**src/rtl/traffic_light_ctrl.sv**
```systemverilog
// traffic_light_ctrl: two-road intersection controller.
// The main road rests on green. The side road is served on a latched demand.
// Optional build macro TLC_FLASH_MODE_EN adds the flash_en input and a FLASH state.
// In FLASH, main blinks yellow and side blinks red.
module traffic_light_ctrl #(
    parameter int unsigned CNT_W        = 8,
    parameter int unsigned GREEN_T      = 8,
    parameter int unsigned YELLOW_T     = 3,
    parameter int unsigned ALLRED_T     = 2,
    parameter int unsigned SIDE_GREEN_T = 5,
    parameter int unsigned FLASH_T      = 4
) (
    input  logic       clk,
    input  logic       rst_n,
    input  logic       side_req,
`ifdef TLC_FLASH_MODE_EN
    input  logic       flash_en,
`endif
    output logic [2:0] main_light,
    output logic [2:0] side_light,
    output logic       side_ack,
    output logic [2:0] phase
);

    localparam logic [2:0] LAMP_RED = 3'b001;
    localparam logic [2:0] LAMP_YEL = 3'b010;
    localparam logic [2:0] LAMP_GRN = 3'b100;
    localparam logic [2:0] LAMP_OFF = 3'b000;

    typedef enum logic [2:0] {
        MAIN_GREEN  = 3'd0,
        MAIN_YELLOW = 3'd1,
        ALL_RED_A   = 3'd2,
        SIDE_GREEN  = 3'd3,
        SIDE_YELLOW = 3'd4,
`ifdef TLC_FLASH_MODE_EN
        ALL_RED_B   = 3'd5,
        FLASH       = 3'd6
`else
        ALL_RED_B   = 3'd5
`endif
    } state_t;

    // Reject zero-length phases at elaboration time
    if (GREEN_T < 1 || YELLOW_T < 1 || ALLRED_T < 1 || SIDE_GREEN_T < 1 || FLASH_T < 1) begin : g_param_check
        $error("traffic_light_ctrl: every phase duration must be at least 1");
    end

    state_t           state, next_state;
    logic [CNT_W-1:0] timer, next_timer;
    logic             pending, next_pending;
    logic [2:0]       main_c, side_c;
`ifdef TLC_FLASH_MODE_EN
    logic             blink, next_blink;
`endif

    // Next-state, phase timer and side-demand latch
    always_comb begin
        next_state   = state;
        next_timer   = (timer != '0) ? timer - CNT_W'(1) : timer;
        next_pending = pending;
`ifdef TLC_FLASH_MODE_EN
        next_blink   = blink;
`endif
        case (state)
            MAIN_GREEN: begin
                // Rest on green with the timer parked at zero until demand shows up
                if (timer == '0 && (pending || side_req)) begin
                    next_state = MAIN_YELLOW;
                    next_timer = CNT_W'(YELLOW_T - 1);
                end
            end
            MAIN_YELLOW: begin
                if (timer == '0) begin
                    next_state = ALL_RED_A;
                    next_timer = CNT_W'(ALLRED_T - 1);
                end
            end
            ALL_RED_A: begin
                if (timer == '0) begin
                    next_state = SIDE_GREEN;
                    next_timer = CNT_W'(SIDE_GREEN_T - 1);
                end
            end
            SIDE_GREEN: begin
                if (timer == '0) begin
                    next_state = SIDE_YELLOW;
                    next_timer = CNT_W'(YELLOW_T - 1);
                end
            end
            SIDE_YELLOW: begin
                if (timer == '0) begin
                    next_state = ALL_RED_B;
                    next_timer = CNT_W'(ALLRED_T - 1);
                end
            end
            ALL_RED_B: begin
                if (timer == '0) begin
                    next_state = MAIN_GREEN;
                    next_timer = CNT_W'(GREEN_T - 1);
                end
            end
`ifdef TLC_FLASH_MODE_EN
            FLASH: begin
                // The timer counts the half-period; toggle the lamp at each expiry
                if (timer == '0) begin
                    next_timer = CNT_W'(FLASH_T - 1);
                    next_blink = ~blink;
                end
            end
`endif
            default: begin
                next_state = ALL_RED_B;
                next_timer = CNT_W'(ALLRED_T - 1);
            end
        endcase

`ifdef TLC_FLASH_MODE_EN
        // Flash request overrides timers and demand; leaving flash re-clears via all-red
        if (flash_en) begin
            if (state != FLASH) begin
                next_state = FLASH;
                next_timer = CNT_W'(FLASH_T - 1);
                next_blink = 1'b0;
            end
        end else if (state == FLASH) begin
            next_state = ALL_RED_B;
            next_timer = CNT_W'(ALLRED_T - 1);
            next_blink = 1'b0;
        end
`endif

        // Demand is latched everywhere except while the side road is already green
        if (side_req && state != SIDE_GREEN) begin
            next_pending = 1'b1;
        end
        // Serving the side road consumes the demand, even against a same-cycle request
        if (next_state == SIDE_GREEN && state != SIDE_GREEN) begin
            next_pending = 1'b0;
        end
    end

    // Lamp decode of the upcoming state so the registered lamps track the state register
    always_comb begin
        main_c = LAMP_RED;
        side_c = LAMP_RED;
        case (next_state)
            MAIN_GREEN:  main_c = LAMP_GRN;
            MAIN_YELLOW: main_c = LAMP_YEL;
            SIDE_GREEN:  side_c = LAMP_GRN;
            SIDE_YELLOW: side_c = LAMP_YEL;
`ifdef TLC_FLASH_MODE_EN
            FLASH: begin
                main_c = next_blink ? LAMP_OFF : LAMP_YEL;
                side_c = next_blink ? LAMP_OFF : LAMP_RED;
            end
`endif
            default: begin
                main_c = LAMP_RED;
                side_c = LAMP_RED;
            end
        endcase
    end

    // State register with registered lamp, phase and acknowledge outputs
    always_ff @(posedge clk or negedge rst_n) begin
        if (!rst_n) begin
            state      <= ALL_RED_B;
            timer      <= CNT_W'(ALLRED_T - 1);
            pending    <= 1'b0;
            main_light <= LAMP_RED;
            side_light <= LAMP_RED;
            side_ack   <= 1'b0;
            phase      <= 3'd5;
`ifdef TLC_FLASH_MODE_EN
            blink      <= 1'b0;
`endif
        end else begin
            state      <= next_state;
            timer      <= next_timer;
            pending    <= next_pending;
            main_light <= main_c;
            side_light <= side_c;
            side_ack   <= (next_state == SIDE_GREEN) && (state != SIDE_GREEN);
            phase      <= next_state;
`ifdef TLC_FLASH_MODE_EN
            blink      <= next_blink;
`endif
        end
    end

endmodule
```
**config.mk**
```make
export PLATFORM = sky130hd
export DESIGN_NAME = traffic_light_ctrl
export DESIGN_NICKNAME = d
export VERILOG_FILES = /design/src/rtl/traffic_light_ctrl.sv
export SDC_FILE = /design/constraint.sdc
export NUM_CORES = 1
export LEC_CHECK = 0
export ABC_AREA = 1
export CAP_MARGIN = 20
export CORE_ASPECT_RATIO = 0.7
export CORE_MARGIN = 2
export CORE_UTILIZATION = 40
export DETAILED_ROUTE_END_ITERATION = 10
export GPL_TIMING_DRIVEN = 0
export PLACE_DENSITY = 0.67
export SETUP_SLACK_MARGIN = 0.02
export SYNTH_ARGS = -nofsm -noshare
export SYNTH_HDL_FRONTEND = slang
export SYNTH_SLANG_ARGS = --single-unit
```
**constraint.sdc**
```tcl
create_clock -name clk -period 2.2 [get_ports clk]
set_clock_uncertainty 0.2 [all_clocks]
set_input_delay 0.44 -clock clk [delete_from_list [all_inputs] [get_ports clk]]
set_output_delay 0.44 -clock clk [all_outputs]
set_load 0.01 [all_outputs]
```
# --- Yosys cells after proc, flatten, opt, wreduce, memory -nomap -nowiden ---
# Cells that the tools add are included.
# W data, S select, Z words.
classes:
  addsub: 1
  eq_ne: 9
  mux: 18
  n_reduce_logical: 10
op_table:
  columns: ["operator", "n"]
  rows:
  - ["$mux W8", 6]
  - ["$pmux W8 S5", 1]
  - ["$mux W3", 6]
  - ["$pmux W3 S6", 1]
  - ["$pmux W3 S2", 2]
  - ["$eq A3 B2 Y1 const B", 3]
  - ["$eq A3 B3 Y1 const B", 3]
  - ["$logic_not A8 Y1", 1]
  - ["$reduce_bool A8 Y1", 1]
  - ["$sub A8 B1 Y8 const B", 1]
  - ["$eq A3 B1 Y1 const B", 2]
  - ["$logic_not A3 Y1", 2]
  - ["$logic_and A1 B1 Y1", 3]
  - ["$ne A3 B2 Y1 const B", 1]
  - ["$mux W1", 2]
  - ["$reduce_bool A2 Y1", 1]
  - ["$reduce_or A2 Y1", 1]
  - ["$logic_or A1 B1 Y1", 1]
word_totals:
  register_bits: 19
  output_inout_bits: 10
  wordCells: 44

# --- Logic depth before layout (Yosys ltp) ---
# Gate-level depths: netlist of the first run.
logic_depth:
  depth_word: 7
  mapped_depth: 11

# --- Least setup slack after synthesis of the first run ---
# OpenSTA, ideal clock, no wires.
synth_path:
  path_type: "reg2reg"
  from: "register timer[0]"
  to: "register timer[0]"
  t_arrival_ns: 1.494
  path_slack_ns: 0.441
  stages_incl_launch_ff: 10
  period_less_slack_ns: 1.759
  cell_sequence: "dfstp_2 > inv_1 > ha_1 > nand2_2 > inv_2 > nand2_4 > ha_1 > nor2_1 > nand2_1 > nand3_1"
synth_between:
  elab_chain_len: 4
  elab_cells_between_ends: 11
  classes_between: "add/sub: 1; mux: 7; reduce/logical: 3"
synth_rtl:
  columns: ["item", "line_no", "source"]
  rows:
  - ["start: declaration", "50", "logic [CNT_W-1:0] timer, next_timer;"]
  - ["start signal: assignment", "169", "timer <= CNT_W'(ALLRED_T - 1);"]
  - ["start signal: assignment", "180", "timer <= next_timer;"]
  - ["$sub A8 B1 Y8 (tied with other cells)", "60", "next_timer = (timer != '0) ? timer - CNT_W'(1) : timer;"]
  - ["$mux W8 / $logic_and A1 B1 Y1 (equally long branches)", "60, 68", null]
  - ["$mux W8, on equally long branches", null, null]
  - ["$pmux W8 S5 *", "65", "case (state)"]
  - ["named net next_timer[0]", "50", null]
# The timed path passes the listed nets; every way through them passes the cells marked *.
# A chain may end at the register's enable or synchronous reset.

==> results of run 1 <==
[cells in the final DEF (no fill, tap or decap)]
cell,synthesis,final
nor3b_2,1,1
inv_1,8,8
nand2_4,3,3
xnor2_1,1,1
o21ai_2,1,1
clkinv_2,0,1
nor2_8,1,1
nand2_2,5,5
a21oi_1,2,2
clkbuf_8,0,3
o211ai_1,1,1
ha_1,4,4
nor2_4,1,1
nand3_2,4,4
nand3_1,3,3
o21bai_1,1,1
nor2_1,9,9
a31oi_1,2,2
inv_2,4,4
o21ai_0,3,3
or2_2,1,1
dfstp_2,5,5
xor2_1,4,4
nand2_1,20,20
dfrtp_1,14,14
clkdlybuf4s50_1,0,12
nor3_2,4,4
nor2_2,5,5
[cell type report]
class                   count  area (um^2)  share of cell area, %
clock inverters             1         5.00                  0.403
repair buffers             12          120                   9.68
multi-input cells          76          505                   40.7
well taps                  34         42.5                   3.43
inverters                  12         45.0                   3.63
flip-flops and latches     19          482                   38.8
clock buffers               3         41.3                   3.33
[sequential cells by signal (all words and copies together), names as in the netlist]
signal      count
pending         1
state           3
side_light      3
side_ack        1
timer           8
main_light      3
[kinds of logic after synthesis]
family	Yosys count
AND/OR/NAND/NOR	57
flip-flops	19
buffers and inverters	12
AO/OA/AOI/OAI	10
XOR/XNOR	5
adder cells (fa/ha/maj)	4
[metal layers]
| layer | vias to the layer above | share of wire (%) |
|---|---|---|
| met2 | 20 | 42 |
| met4 | 0 | 1.8 |
| met5 | - | 0 |
| met1 | 336 | 53 |
| li1 | 373 | - |
| met3 | 7 | 3.7 |
[path summary, 6_finish.rpt]
path	to	slack, ns	cells past startpoint
max	phase[0]	0.11	1
min	pending$_DFFE_PN0P_	0.36	2
max reg2reg	timer[0]$_DFF_PN1_	0.32	9
min reg2reg	pending$_DFFE_PN0P_	0.36	2
max in group asynchronous	pending$_DFFE_PN0P_	0.80	1
min in group asynchronous	timer[7]$_DFF_PN0_	0.48	1
[per-stage QoR]
step                      cell area, um^2  total power [mW]  setup slack [ns]  hold WS (ns)  util [%]
final                                1240              1.82             0.106         0.359      50.5
after detailed placement             1190              1.60             0.329         0.350      48.6
after floorplan                      1030              1.33             0.441       -0.0556         -
after global routing                 1240              1.99            0.0562         0.389      50.5
after global placement               1190              1.57             0.336         0.333      48.6
after CTS                            1240              1.84            0.0966         0.366      50.5
[where the power goes]
| part | total [mW] | leakage (nW) | switching (mW) | internal (mW) |
|---|---|---|---|---|
| combinational | 0.888 | 0.372 | 0.494 | 0.394 |
| clock | 0.236 | 0.0255 | 0.110 | 0.126 |
| sequential | 0.698 | 0.227 | 0.167 | 0.531 |
==> reports/metrics.cfg, run 1 <==
[power_and_ir_drop]
vdd_drop_max_mv = 0.553
leakagePower_nw = 0.624
p_per_area_mw_per_mm2 = 1470

[routing]
finalWirelength_um = 1740
dr.first_iter.drc_count = 18
first_pass_iters = 6
vias_per_cell = 4.69
drc = 0
ant_nets = 0
routed-via-count = 736
post_drt_wl_per_cell_um = 11.1

[synth]
yosys.area_share.adder_pct = 4.85
yosys.area_share.simple_pct = 33.9
synth-warning-count = 0
synth_largest_area_cell = dfrtp_1
ys_top_cells_by_area = dfrtp_1, dfstp_2, nand2_1
synth_flop_cell = dfrtp_1
async_flop_share_pct = 100
synth-seq-cells = 19
synth_top_family_by_area = simple AND/OR/NAND/NOR gates
avgSynthCellArea_um2 = 9.65
synth.area.mux_share_pct = 0
synth-compound-area-share_pct = 5.94
netlist_area_mm2 = 0.00103
synth_edf_count = 0
synth_xor_area_share_pct = 4.24
synthTopCellsByCount = nand2_1, dfrtp_1, nor2_1, inv_1
ys_types = 25
synth_top_area_share_pct = 33.9
yosysMostFrequentCell = nand2_1
yosysSeqAreaShare_pct = 46.7
syn-num-nets = 114
syn_inst = 107

[floorplanning]
die_area_mm2 = 0.00301
row_count = 15
io_pins = 13
coreArea_mm2 = 0.00246
fp.dieW_um = 64.7
dieHeight_um = 46.5
initial_core_util_pct = 42.0

[sta]
hold_violations = 0
setup_viol = 0
period_minus_slack_ns = 2.09
max_freq_ghz = 0.478
finalCritPeriodShare_pct = 95.2
tightest_slew_ns = 0.852
maxSlewHeadroom_pct = 43.0
setup_tns_ns = 0
timing.final.max_slew_violations = 0
rsz0062_at_grt = no

[setup_path]
path_cells = clkdlybuf4s50_1
crit_type = reg -> out
required_ns = 1.56
path_buf_inv = 1
crit_fanout = 7
endpoint_kind = output port
slowest_stage = dfstp_2
cp-start-kind = register
startpoint = state[0]$_DFF_PN1_
slowest_delay_ns = 0.64
reg2reg_from = timer[0]$_DFF_PN1_
cp.arrival_ns = 1.45
crit_family = flip-flops

[clock_network]
cts-root-buf = clkbuf_8
numCtsBuffers = 3
postCtsResizedCells = 0
clk-insertion-delay-late_ns = 0.25
cts_hold_buf = 0
cts_tree = done
cts.clk_slew.worst_paths_ns = 0.07
clock_path_buffers = 2
htree_levels = 1
cts_setup_buffers = 0
numClockSinks = 19

[finish]
drive_gt1_share_pct = 31.7
fillers = 206
diodes = 0
stdcell_count = 157
fin_nets = 131
syn_to_final_growth_pct = 20.2

[run]
cap_violations = 0

[global_routing]
grt_use_met1_pct = 18.8
antenna_found_initial = 0
top_usage_layer = met2
grt_use_total_pct = 13.3
grt_pass1_vias = 657
grt_pass1_wl_um = 2970
grt_max_degree = 20
overflow = 0
grtUsageMet2_pct = 20.0
grtUsageMet3_pct = 3.67

[hold_path]
hold_start = pending$_DFFE_PN0P_
hold_class = reg -> reg

[placed_design]
io_buffer_count = 12
place_hpwl_um = 1350
place_inst = 153
globalplace.congestion = 0.793

[outcome]
status = finished, final reports clean

(Power assumes the default switching activity.)
==> inputs of run 2 (changes only) <==
--- a/config.mk
+++ b/config.mk
@@ -9,10 +9,10 @@
 export CAP_MARGIN = 20
 export CORE_ASPECT_RATIO = 0.7
 export CORE_MARGIN = 2
-export CORE_UTILIZATION = 40
+export CORE_UTILIZATION = 53
 export DETAILED_ROUTE_END_ITERATION = 10
 export GPL_TIMING_DRIVEN = 0
-export PLACE_DENSITY = 0.67
+export PLACE_DENSITY = 0.83
 export SETUP_SLACK_MARGIN = 0.02
 export SYNTH_ARGS = -nofsm -noshare
 export SYNTH_HDL_FRONTEND = slang
==> run 2 against run 1 <==
Combinational power up 11%; count of clock-buffer cells in the layout up 1; clock power down 25%.
==> reports/metrics.cfg, run 2 (synthesis results as in run 1) <==
[setup_path]
cp-start-kind = register
path_cells = clkdlybuf4s50_1
required_ns = 1.56  ; about the same
path_buf_inv = 1  ; unchanged
crit_fanout = 5  ; -2
cp.arrival_ns = 1.47  ; +0.02 ns
reg2reg_from = timer[0]$_DFF_PN1_
crit_type = reg -> out
r2r_slack_ns = 0.31  ; about the same
slowest_delay_ns = 0.61  ; -0.03 ns
startpoint = state[0]$_DFF_PN1_
endpoint_kind = output port
crit_family = flip-flops
slowest_stage = dfstp_2

[placed_design]
globalplace.congestion = 0.799  ; +0.76%
place_hpwl_um = 1480  ; +9.6%
place_inst = 141  ; -7.8%
placed_cell_area_mm2 = 0.00118  ; -1.3%
io_buffer_count = 12  ; unchanged
place_ws_ns = 0.316  ; -0.0128 ns

[sta]
maxSlewHeadroom_pct = 45.2  ; +2.2 points
finalCritPeriodShare_pct = 95.9  ; +0.77 points
fin_ws_ns = 0.0891  ; -0.0169 ns
setup_tns_ns = 0  ; unchanged
tightest_slew_ns = 0.819  ; -0.0326 ns
max_freq_ghz = 0.474  ; -0.80%
timing.final.max_slew_violations = 0  ; unchanged
setup_viol = 0  ; unchanged
period_minus_slack_ns = 2.11  ; +0.0169 ns
whs_ns = 0.400  ; +0.0417 ns
hold_violations = 0  ; unchanged
rsz0062_at_grt = no

[power_and_ir_drop]
p_int_mw = 1.03  ; -2.4%
vdd_drop_max_mv = 0.868  ; +57%
switching_share_pct = 44.1  ; +1.7 points
p_clk_share_pct = 9.6  ; -3.3 points
netSwitchingPower_mw = 0.808  ; +4.7%
p_per_area_mw_per_mm2 = 1490  ; +1.6%
power.share.sequential_pct = 36.5  ; -1.8 points
leakagePower_nw = 0.629  ; +0.75%
power_frac_comb_pct = 53.9  ; +5.2 points
power.total_mw = 1.83  ; +0.62%

[finish]
largest_register_ffs = 8  ; unchanged
final_cell_mix = nand2_1, dfrtp_1, clkdlybuf4s50_1
layout_commonest_cell = nand2_1
drive_gt1_share_pct = 32.5  ; +0.83 points
diodes = 0  ; unchanged
stdcell_count = 148  ; -5.7%
fin_area_mm2 = 0.00123  ; -1.0%
fin_nets = 134  ; +2.3%
largest-register = timer
final_util_pct = 66.3  ; +16 points
syn_to_final_growth_pct = 19.0

[global_routing]
antenna_found_initial = 0  ; unchanged
grt_max_degree = 20  ; unchanged
grt_use_total_pct = 18.7  ; +5.4 points
grt_pass1_wl_um = 3170  ; +7.0%
grt_pass1_vias = 688  ; +4.7%
overflow = 0  ; unchanged

[routing]
ant_nets = 0  ; unchanged
finalWirelength_um = 1970  ; +13%
vias_per_cell = 5.25  ; +12%
first_pass_iters = 4  ; -2
dr.first_iter.drc_count = 28  ; +10
drc = 0  ; unchanged
routed-via-count = 777  ; +5.6%
post_drt_wl_per_cell_um = 13.3  ; +20%

[clock_network]
cts_tree = done
cts-root-buf = clkbuf_4
numClockSinks = 19  ; unchanged
clock_path_buffers = 2  ; unchanged
clk-insertion-delay-late_ns = 0.30  ; +0.05 ns
cts_hold_buf = 0  ; unchanged
cts.clk_slew.worst_paths_ns = 0.10  ; +0.03 ns
numCtsBuffers = 3  ; unchanged
htree_levels = 1  ; unchanged

[floorplanning]
row_count = 13  ; -2
die_area_mm2 = 0.00232  ; -23%
io_pins = 13  ; unchanged
fp.dieW_um = 56.7  ; -12%
initial_core_util_pct = 55.7  ; +14 points
coreArea_mm2 = 0.00185  ; -25%
dieHeight_um = 40.9  ; -12%

[outcome]
status = finished, final reports clean

[run]
cap_violations = 0  ; unchanged

[hold_path]
hold_class = in -> async

==> run 2: layer usage <==
layer	global-route usage [%]	wire length (um)	vias to the layer above	part of all wire, %
met5	0	0	-	0
met4	4.65	29	0	1.5
met3	5.99	99	4	5.0
met2	28.5	901	25	46
met1	26.2	942	368	48
li1	-	-	380	-
==> run 2: power groups by stage <==
stage	Sequential (mW)	Combinational (mW)	Clock (mW)
after floorplan	0.709	0.619	0
after detailed placement	0.703	0.912	0
after CTS	0.695	0.917	0.182
final	0.669	0.989	0.176
after global routing	0.693	1.10	0.199
after global placement	0.694	0.875	0
==> run 2: path summary, 6_finish.rpt <==
path / endpoint / cells after the start
worst max register to register: timer[0]$_DFF_PN1_ / 9
max in group asynchronous: timer[6]$_DFF_PN0_ / 1
worst min-delay path: timer[1]$_DFF_PN0_ / 1
worst min register to register: timer[4]$_DFF_PN0_ / 2
min in group clk: timer[4]$_DFF_PN0_ / 2
worst max-delay path: phase[0] / 1
==> run 2: area by class of cell <==
| cell class | instances | area, um^2 |
|---|---|---|
| fill | 150 | 626 |
| multi-input combinational | 76 | 505 |
| sequential | 19 | 482 |
| timing repair buffer | 15 | 143 |
| inverter | 12 | 45.0 |
| tap | 22 | 27.5 |
| clock buffer | 4 | 26.3 |
==> run 2: timing repair <==
action,4_1_cts,5_1_grt
setup endpoints to repair,0,2
buffers inserted,0,3
gates resized for setup,0,0
==> inputs of run 3 (changes only) <==
--- a/config.mk
+++ b/config.mk
@@ -6,7 +6,6 @@
 export NUM_CORES = 1
 export LEC_CHECK = 0
 export ABC_AREA = 1
-export CAP_MARGIN = 20
 export CORE_ASPECT_RATIO = 0.7
 export CORE_MARGIN = 2
 export CORE_UTILIZATION = 53
==> results of run 3 <==
Same layout as run 2: the final DEF is identical, and so are final timing and power.
